$ cat src/rtl/fpro_mmio_ctrl_if.sv
// FPro MMIO bus between the system conduit and the MMIO controller.
// A request is valid in any cycle where mmio_cs is high together with mmio_rd or mmio_wr.
// There is no ready: the slave accepts one request every cycle.
// Read data returns exactly two cycles later and holds until the next read.
interface fpro_mmio_ctrl_if;
  logic        mmio_cs;
  logic        mmio_rd;
  logic        mmio_wr;
  logic [20:0] mmio_addr;
  logic [31:0] mmio_wr_data;
  logic [31:0] mmio_rd_data;

  modport master (
    output mmio_cs, mmio_rd, mmio_wr, mmio_addr, mmio_wr_data,
    input  mmio_rd_data
  );

  modport slave (
    input  mmio_cs, mmio_rd, mmio_wr, mmio_addr, mmio_wr_data,
    output mmio_rd_data
  );
endinterface

$ cat src/rtl/fpro_mmio_ctrl.sv
// FPro MMIO controller: decodes bus accesses into per-slot strobes through a
// two-stage pipeline and implements the built-in system slot 0.
module fpro_mmio_ctrl #(
  parameter int          NUM_SLOTS = 16,
  parameter logic [31:0] SYS_ID    = 32'hF0A0_0001
) (
  input  logic                      clk,
  input  logic                      reset,
  fpro_mmio_ctrl_if.slave           bus,
  output logic [NUM_SLOTS-1:0]      slot_cs_array,
  output logic [NUM_SLOTS-1:0]      slot_mem_rd_array,
  output logic [NUM_SLOTS-1:0]      slot_mem_wr_array,
  output logic [4:0]                slot_reg_addr,
  output logic [31:0]               slot_wr_data,
  input  logic [32*NUM_SLOTS-1:0]   slot_rd_data_array
);

  localparam logic [6:0] SLOT_LIMIT = 7'(NUM_SLOTS);

  // stage 0: request decode
  logic       req, req_rd, req_wr, addr_hi_zero, slot_in_range;
  logic       req_sys, req_unmapped, req_ext;
  logic [5:0] req_slot;
  logic [NUM_SLOTS-1:0] sel_next;

  assign req           = bus.mmio_cs & (bus.mmio_rd | bus.mmio_wr);
  assign req_wr        = req & bus.mmio_wr;
  assign req_rd        = req & bus.mmio_rd & ~bus.mmio_wr;  // rd+wr together is a write
  assign req_slot      = bus.mmio_addr[10:5];
  assign addr_hi_zero  = (bus.mmio_addr[20:11] == 10'd0);
  assign slot_in_range = ({1'b0, req_slot} < SLOT_LIMIT);
  assign req_unmapped  = req & ~(addr_hi_zero & slot_in_range);
  assign req_sys       = req & addr_hi_zero & (req_slot == 6'd0);
  assign req_ext       = req & ~req_unmapped & ~req_sys;

  always_comb begin
    sel_next = '0;
    for (int k = 1; k < NUM_SLOTS; k++) begin
      if (req_ext && (int'(req_slot) == k)) sel_next[k] = 1'b1;
    end
  end

  // stage 1: registered slot interface plus the pipeline tag for stage 2
  logic        s1_rd, s1_wr, s1_sys, s1_unmapped;
  logic [5:0]  s1_slot;
  logic [20:0] s1_addr;

  always_ff @(posedge clk) begin
    if (reset) begin
      slot_cs_array     <= '0;
      slot_mem_rd_array <= '0;
      slot_mem_wr_array <= '0;
      slot_reg_addr     <= '0;
      slot_wr_data      <= '0;
      s1_rd             <= 1'b0;
      s1_wr             <= 1'b0;
      s1_sys            <= 1'b0;
      s1_unmapped       <= 1'b0;
      s1_slot           <= '0;
      s1_addr           <= '0;
    end else begin
      slot_cs_array     <= sel_next;
      slot_mem_rd_array <= req_rd ? sel_next : '0;
      slot_mem_wr_array <= req_wr ? sel_next : '0;
      if (req) begin
        slot_reg_addr <= bus.mmio_addr[4:0];
        slot_wr_data  <= bus.mmio_wr_data;
      end
      s1_rd       <= req_rd;
      s1_wr       <= req_wr;
      s1_sys      <= req_sys;
      s1_unmapped <= req_unmapped;
      s1_slot     <= req_slot;
      s1_addr     <= bus.mmio_addr;
    end
  end

  // system slot registers, acted on during the stage-1 cycle
  logic [63:0] cycle_cnt;
  logic [31:0] shadow_hi;
  logic [31:0] unmapped_cnt;
  logic [20:0] last_unmapped_addr;
  logic        sys_rd, sys_wr;

  assign sys_rd = s1_rd & s1_sys;
  assign sys_wr = s1_wr & s1_sys;

  always_ff @(posedge clk) begin
    if (reset) begin
      cycle_cnt          <= '0;
      shadow_hi          <= '0;
      unmapped_cnt       <= '0;
      last_unmapped_addr <= '0;
    end else begin
      cycle_cnt <= (sys_wr && slot_reg_addr == 5'd1) ? 64'd0 : cycle_cnt + 64'd1;
      if (sys_rd && slot_reg_addr == 5'd1) shadow_hi <= cycle_cnt[63:32];
      if (sys_wr && slot_reg_addr == 5'd3) unmapped_cnt <= '0;
      else if (s1_unmapped && unmapped_cnt != 32'hFFFF_FFFF) unmapped_cnt <= unmapped_cnt + 32'd1;
      if (s1_unmapped) last_unmapped_addr <= s1_addr;
    end
  end

  logic [31:0] sys_rd_data, ext_rd_data;

  always_comb begin
    sys_rd_data = 32'd0;
    case (slot_reg_addr)
      5'd0:    sys_rd_data = SYS_ID;
      5'd1:    sys_rd_data = cycle_cnt[31:0];
      5'd2:    sys_rd_data = shadow_hi;
      5'd3:    sys_rd_data = unmapped_cnt;
      5'd4:    sys_rd_data = {11'd0, last_unmapped_addr};
      default: sys_rd_data = 32'd0;
    endcase
  end

  // slot 0's word is never selected here because s1_sys takes priority
  always_comb begin
    ext_rd_data = 32'd0;
    for (int k = 0; k < NUM_SLOTS; k++) begin
      if (int'(s1_slot) == k) ext_rd_data = slot_rd_data_array[32*k +: 32];
    end
  end

  // stage 2: read data register, loaded only by reads
  logic [31:0] rd_data_q;

  always_ff @(posedge clk) begin
    if (reset) begin
      rd_data_q <= '0;
    end else if (s1_rd) begin
      if (s1_unmapped)  rd_data_q <= 32'd0;
      else if (s1_sys)  rd_data_q <= sys_rd_data;
      else              rd_data_q <= ext_rd_data;
    end
  end

  assign bus.mmio_rd_data = rd_data_q;

endmodule

$ cat src/flat_wrapper.sv
// flat-port wrapper written by rule: the top's interface ports become plain ports
module fpro_mmio_ctrl_flat 
#(
  parameter int          NUM_SLOTS = 16,
  parameter logic [31:0] SYS_ID    = 32'hF0A0_0001
)
  (clk, reset, slot_cs_array, slot_mem_rd_array, slot_mem_wr_array, slot_reg_addr, slot_wr_data, slot_rd_data_array, bus_mmio_cs, bus_mmio_rd, bus_mmio_wr, bus_mmio_addr, bus_mmio_wr_data, bus_mmio_rd_data);
  fpro_mmio_ctrl_if bus_i ();
  input  logic clk;
  input  logic reset;
  output logic [NUM_SLOTS-1:0] slot_cs_array;
  output logic [NUM_SLOTS-1:0] slot_mem_rd_array;
  output logic [NUM_SLOTS-1:0] slot_mem_wr_array;
  output logic [4:0] slot_reg_addr;
  output logic [31:0] slot_wr_data;
  input  logic [32*NUM_SLOTS-1:0] slot_rd_data_array;
  input wire logic [$bits(bus_i.mmio_cs)-1:0] bus_mmio_cs;
  input wire logic [$bits(bus_i.mmio_rd)-1:0] bus_mmio_rd;
  input wire logic [$bits(bus_i.mmio_wr)-1:0] bus_mmio_wr;
  input wire logic [$bits(bus_i.mmio_addr)-1:0] bus_mmio_addr;
  input wire logic [$bits(bus_i.mmio_wr_data)-1:0] bus_mmio_wr_data;
  output wire logic [$bits(bus_i.mmio_rd_data)-1:0] bus_mmio_rd_data;
  assign bus_i.mmio_cs = bus_mmio_cs;
  assign bus_i.mmio_rd = bus_mmio_rd;
  assign bus_i.mmio_wr = bus_mmio_wr;
  assign bus_i.mmio_addr = bus_mmio_addr;
  assign bus_i.mmio_wr_data = bus_mmio_wr_data;
  assign bus_mmio_rd_data = bus_i.mmio_rd_data;
  fpro_mmio_ctrl #(.NUM_SLOTS(NUM_SLOTS), .SYS_ID(SYS_ID)) u_core (.clk(clk), .reset(reset), .bus(bus_i), .slot_cs_array(slot_cs_array), .slot_mem_rd_array(slot_mem_rd_array), .slot_mem_wr_array(slot_mem_wr_array), .slot_reg_addr(slot_reg_addr), .slot_wr_data(slot_wr_data), .slot_rd_data_array(slot_rd_data_array));
endmodule
$ cat config.mk
export PLATFORM = sky130hd
export DESIGN_NAME = fpro_mmio_ctrl_flat
export DESIGN_NICKNAME = d
export VERILOG_FILES = /design/src/rtl/fpro_mmio_ctrl_if.sv /design/src/rtl/fpro_mmio_ctrl.sv /design/src/flat_wrapper.sv
export SDC_FILE = /design/constraint.sdc
export NUM_CORES = 1
export LEC_CHECK = 0
export BUFFER_PORTS_ARGS = -buffer_cell sky130_fd_sc_hd__buf_2
export CORE_AREA = 8 8 260 262
export CTS_CLUSTER_DIAMETER = 150
export DETAILED_ROUTE_END_ITERATION = 7
export DIE_AREA = 0 0 268 270
export SLEW_MARGIN = 20
export SYNTH_ARGS = -nofsm -noshare
export SYNTH_HDL_FRONTEND = slang
export SYNTH_SLANG_ARGS = --single-unit
$ cat constraint.sdc
create_clock -name clk -period 6.15 [get_ports clk]
set_input_delay 0.9225 -clock clk [delete_from_list [all_inputs] [get_ports clk]]
set_output_delay 0.9225 -clock clk [all_outputs]
set_load 0.01 [all_outputs]
==> flow_metrics.py <==
metrics = {
    "run_status": {
        "status": "finished, violations left",
        "failed_checks": "design-rule violations",
    },
    "clock_tree": {
        "clkTransAtPathRegs_ns": 0.06,
        "cts-root-buf": "clkbuf_16",
        "cts_tree": "yes",
        "cts_hold_buf": 0,
        "clock-sinks": 288,
        "worstSkewPairLatency_ns": 0.56,
        "htreeDepth": 2,
        "cts_buffers": 35,
        "post-cts-setup-buffers": 0,
        "cts_resized": 0,
        "clockBufferDepth": 3,
    },
    "timing": {
        "whs_ns": 0.4522,
        "worstMarginPinSlew_ns": 1.216,
        "fin_crit_sh_pct": 60.63,
        "slew_headroom_pct": 18.65,
        "rsz0062_at_grt": "false",
        "max_freq_ghz": 0.2682,
        "drv_slew": 0,
        "min_period_ns": 3.729,
        "finalSetupTns_ns": 0,
        "hold_viol_final": 0,
        "skew_ns": 0.03107,
        "setup_viol_count_final": 0,
    },
    "setup_path": {
        "rr_worst_depth": 7,
        "slowest_stage": "nor2_2",
        "worstPathArrival_ns": 4.20,
        "cp_max_fo": 55,
        "endpoint_kind": "flop",
        "critPathTopFamily": "simple AND/OR/NAND/NOR gates",
        "crit_required_ns": 6.62,
        "critical_path.cell_chain": "buf_4 > nand2b_1 > nor2_2 > a221oi_1 > nand4_1 > a21oi_1 > o31ai_1",
        "max_stage_delay_ns": 0.93,
        "critical_path_depth": 7,
        "critPathBufInv": 1,
        "path_class": "flop to flop",
        "ff2ff_setup_slack_ns": 2.42,
        "start_kind": "flop",
    },
    "synthesis": {
        "syn_avg_cell_area_sq_um": 8.098,
        "yosysSeqAreaShare_pct": 36.46,
        "synth_area_leader_cell": "dfxtp_1",
        "ys_warn_count": 0,
        "synthDistinctLibCells": 80,
        "syn_inst": 1953,
        "syn-cell-area_sq_um": 15820,
        "synth_edf_count": 0,
        "async_flop_share_pct": 0,
        "ys_top_cells_by_area": "dfxtp_1, nand2_1, a21oi_1, nor2_1, a22oi_1",
        "ys.flop_type": "dfxtp_1",
        "ys_ff_latch": 288,
        "synth.top_cell.area_share_pct": 36.46,
    },
    "pwr": {
        "cell_internal_pwr_uw": 3474,
        "ir_drop_v": 0.0001739,
        "swShare_pct": 26.90,
        "p_comb_share_pct": 13.5,
        "power_density_nw_per_um2": 223.7,
        "power_switching_uw": 1278,
        "clock_power_share_pct": 45.7,
        "p_seq_share_pct": 40.8,
        "leakage_uw": 0.008446,
    },
    "detailed_routing": {
        "drt_first_pass_iters": 8,
        "avgViaCountPerCell": 5.485,
        "vias": 19136,
        "ant_nets": 0,
        "drc": 3,
        "drtIter0Drc": 2474,
        "wirelength_mm": 109.0,
        "avgRoutedWirePerCell_um": 31.24,
    },
    "placed_design": {
        "dpl.hpwl_mm": 89.99,
        "place.gp.congestion": 1.004,
        "port-buffer-count": 683,
    },
    "global_routing": {
        "grt_pass1_vias": 17896,
        "grt.overflow.total": 0,
        "grt_usage_pct": 28.36,
        "grt_start_max_net_pins": 77,
        "antenna_found_initial": 104,
        "grt_pass1_wl_mm": 145.5,
    },
    "worst_hold_path": {
        "hold_depth": 2,
        "hp-class": "flop to flop",
    },
    "die": {
        "core_area_sq_um": 63650,
        "die_x_um": 268,
        "start_util_pct": 24.85,
        "die_area_sq_um": 72360,
        "fp-row-count": 93,
        "ios": 687,
        "fp.dieH_um": 270,
    },
    "layout": {
        "mostFrequentLayoutCell": "buf_2",
        "multiInputGateArea_sq_um": 9285,
        "area.growth.synth_to_final_pct": 34.32,
        "drive_above_1_share_pct": 33.41,
        "layout.nets": 3123,
        "seqCellArea_sq_um": 5774,
        "layout_common_cells": "buf_2, nand2_1, dfxtp_1",
        "fillers": 6884,
    },
    "job": {
        "maxCapViolCount": 0,
    },
}
==> synth_stat cells (all sizes together) (30+ instances only) <==
cell type  instances
a21oi            165
a221oi            38
a22oi             93
buf               74
clkbuf            86
dfxtp            288
mux2i             42
mux4              31
nand2            288
nand3             62
nand4             39
nor2             227
nor2b             31
nor3              55
nor4              31
o21ai             53
xnor2             53
xor2              30
==> layout make-up <==
| type | count | share of cell area (%) |
|---|---|---|
| Multi-Input combinational cell | 1484 | 43.71 |
| Antenna cell | 60 | 0.7068 |
| Clock inverter | 12 | 0.7304 |
| Timing Repair Buffer | 719 | 17.39 |
| Inverter | 23 | 0.4064 |
| Clock buffer | 48 | 4.836 |
| Sequential cell | 288 | 27.18 |
| Tap cell | 855 | 5.036 |
==> tightest hold or removal path, delay by kind of cell (launching register included) <==
family / cells / cell delay [ns]
flip-flops: 1 / 0.31
AND/OR/NAND/NOR: 1 / 0.05
AO/OA/AOI/OAI: 1 / 0.05
==> through the flow <==
stage	worst slack (ns)	total power (uW)	std cells	util, %	cell area [sq um]
after floorplan	3.847	2252	1955	-	15820
after global placement	2.643	2603	3368	31.26	19900
after detailed placement	2.569	2603	3368	31.26	19900
after CTS	2.559	4766	3428	33.12	21080
after global routing	2.278	4881	3449	33.22	21140
final	2.421	4752	3489	33.37	21240
==> power by group through the flow <==
stage,Clock (uW),Sequential [uW],Combinational [uW]
final,2170,1940,642
after global routing,2270,1940,672
after CTS,2200,1940,628
after detailed placement,0,1980,626
after global placement,0,1980,626
after floorplan,0,1960,292
==> path summary, 6_finish.rpt <==
| kind | from | to |
|---|---|---|
| hold / removal | u_core.slot_wr_data[13] | u_core.slot_wr_data[13] |
| hold reg to reg | u_core.slot_wr_data[13] | u_core.slot_wr_data[13] |
| setup reg to reg | u_core.s1_addr[5] | u_core.bus.mmio_rd_data[0] |
| setup / recovery | u_core.s1_addr[5] | u_core.bus.mmio_rd_data[0] |
==> state kept, by name (all words and copies together) (netlist names) <==
name	cells
u_core.slot_mem_rd_array	15
u_core.s1_unmapped	1
u_core.s1_rd	1
u_core.slot_wr_data	32
u_core.bus.mmio_rd_data	32
u_core.shadow_hi	32
u_core.s1_sys	1
u_core.slot_reg_addr	5
u_core.last_unmapped_addr	21
u_core.slot_cs_array	15
u_core.s1_addr	21
u_core.slot_mem_wr_array	15
u_core.cycle_cnt	64
u_core.unmapped_cnt	32
u_core.s1_wr	1
==> cells by family after synthesis <==
logic type | count (synthesis) | share of synthesized area [%]
AO/OA/AOI/OAI | 499 | 21.12
multiplexers | 85 | 7.927
other | 1 | 0.02371
XOR/XNOR | 83 | 4.597
adder cells (fa/ha/maj) | 2 | 0.1582
flip-flops | 288 | 36.46
buffers and inverters | 183 | 5.356
AND/OR/NAND/NOR | 812 | 24.37
==> metal layers <==
| metal | GRT usage [%] | up-vias | part of all wire [%] |
|---|---|---|---|
| met1 | 32.81 | 9085 | 36 |
| met5 | 0 | - | 0.32 |
| met2 | 41.06 | 1307 | 42 |
| li1 | - | 8401 | - |
| met4 | 15.28 | 56 | 5.6 |
| met3 | 15.91 | 287 | 17 |
No activity file was read; power rests on OpenSTA's default activity.
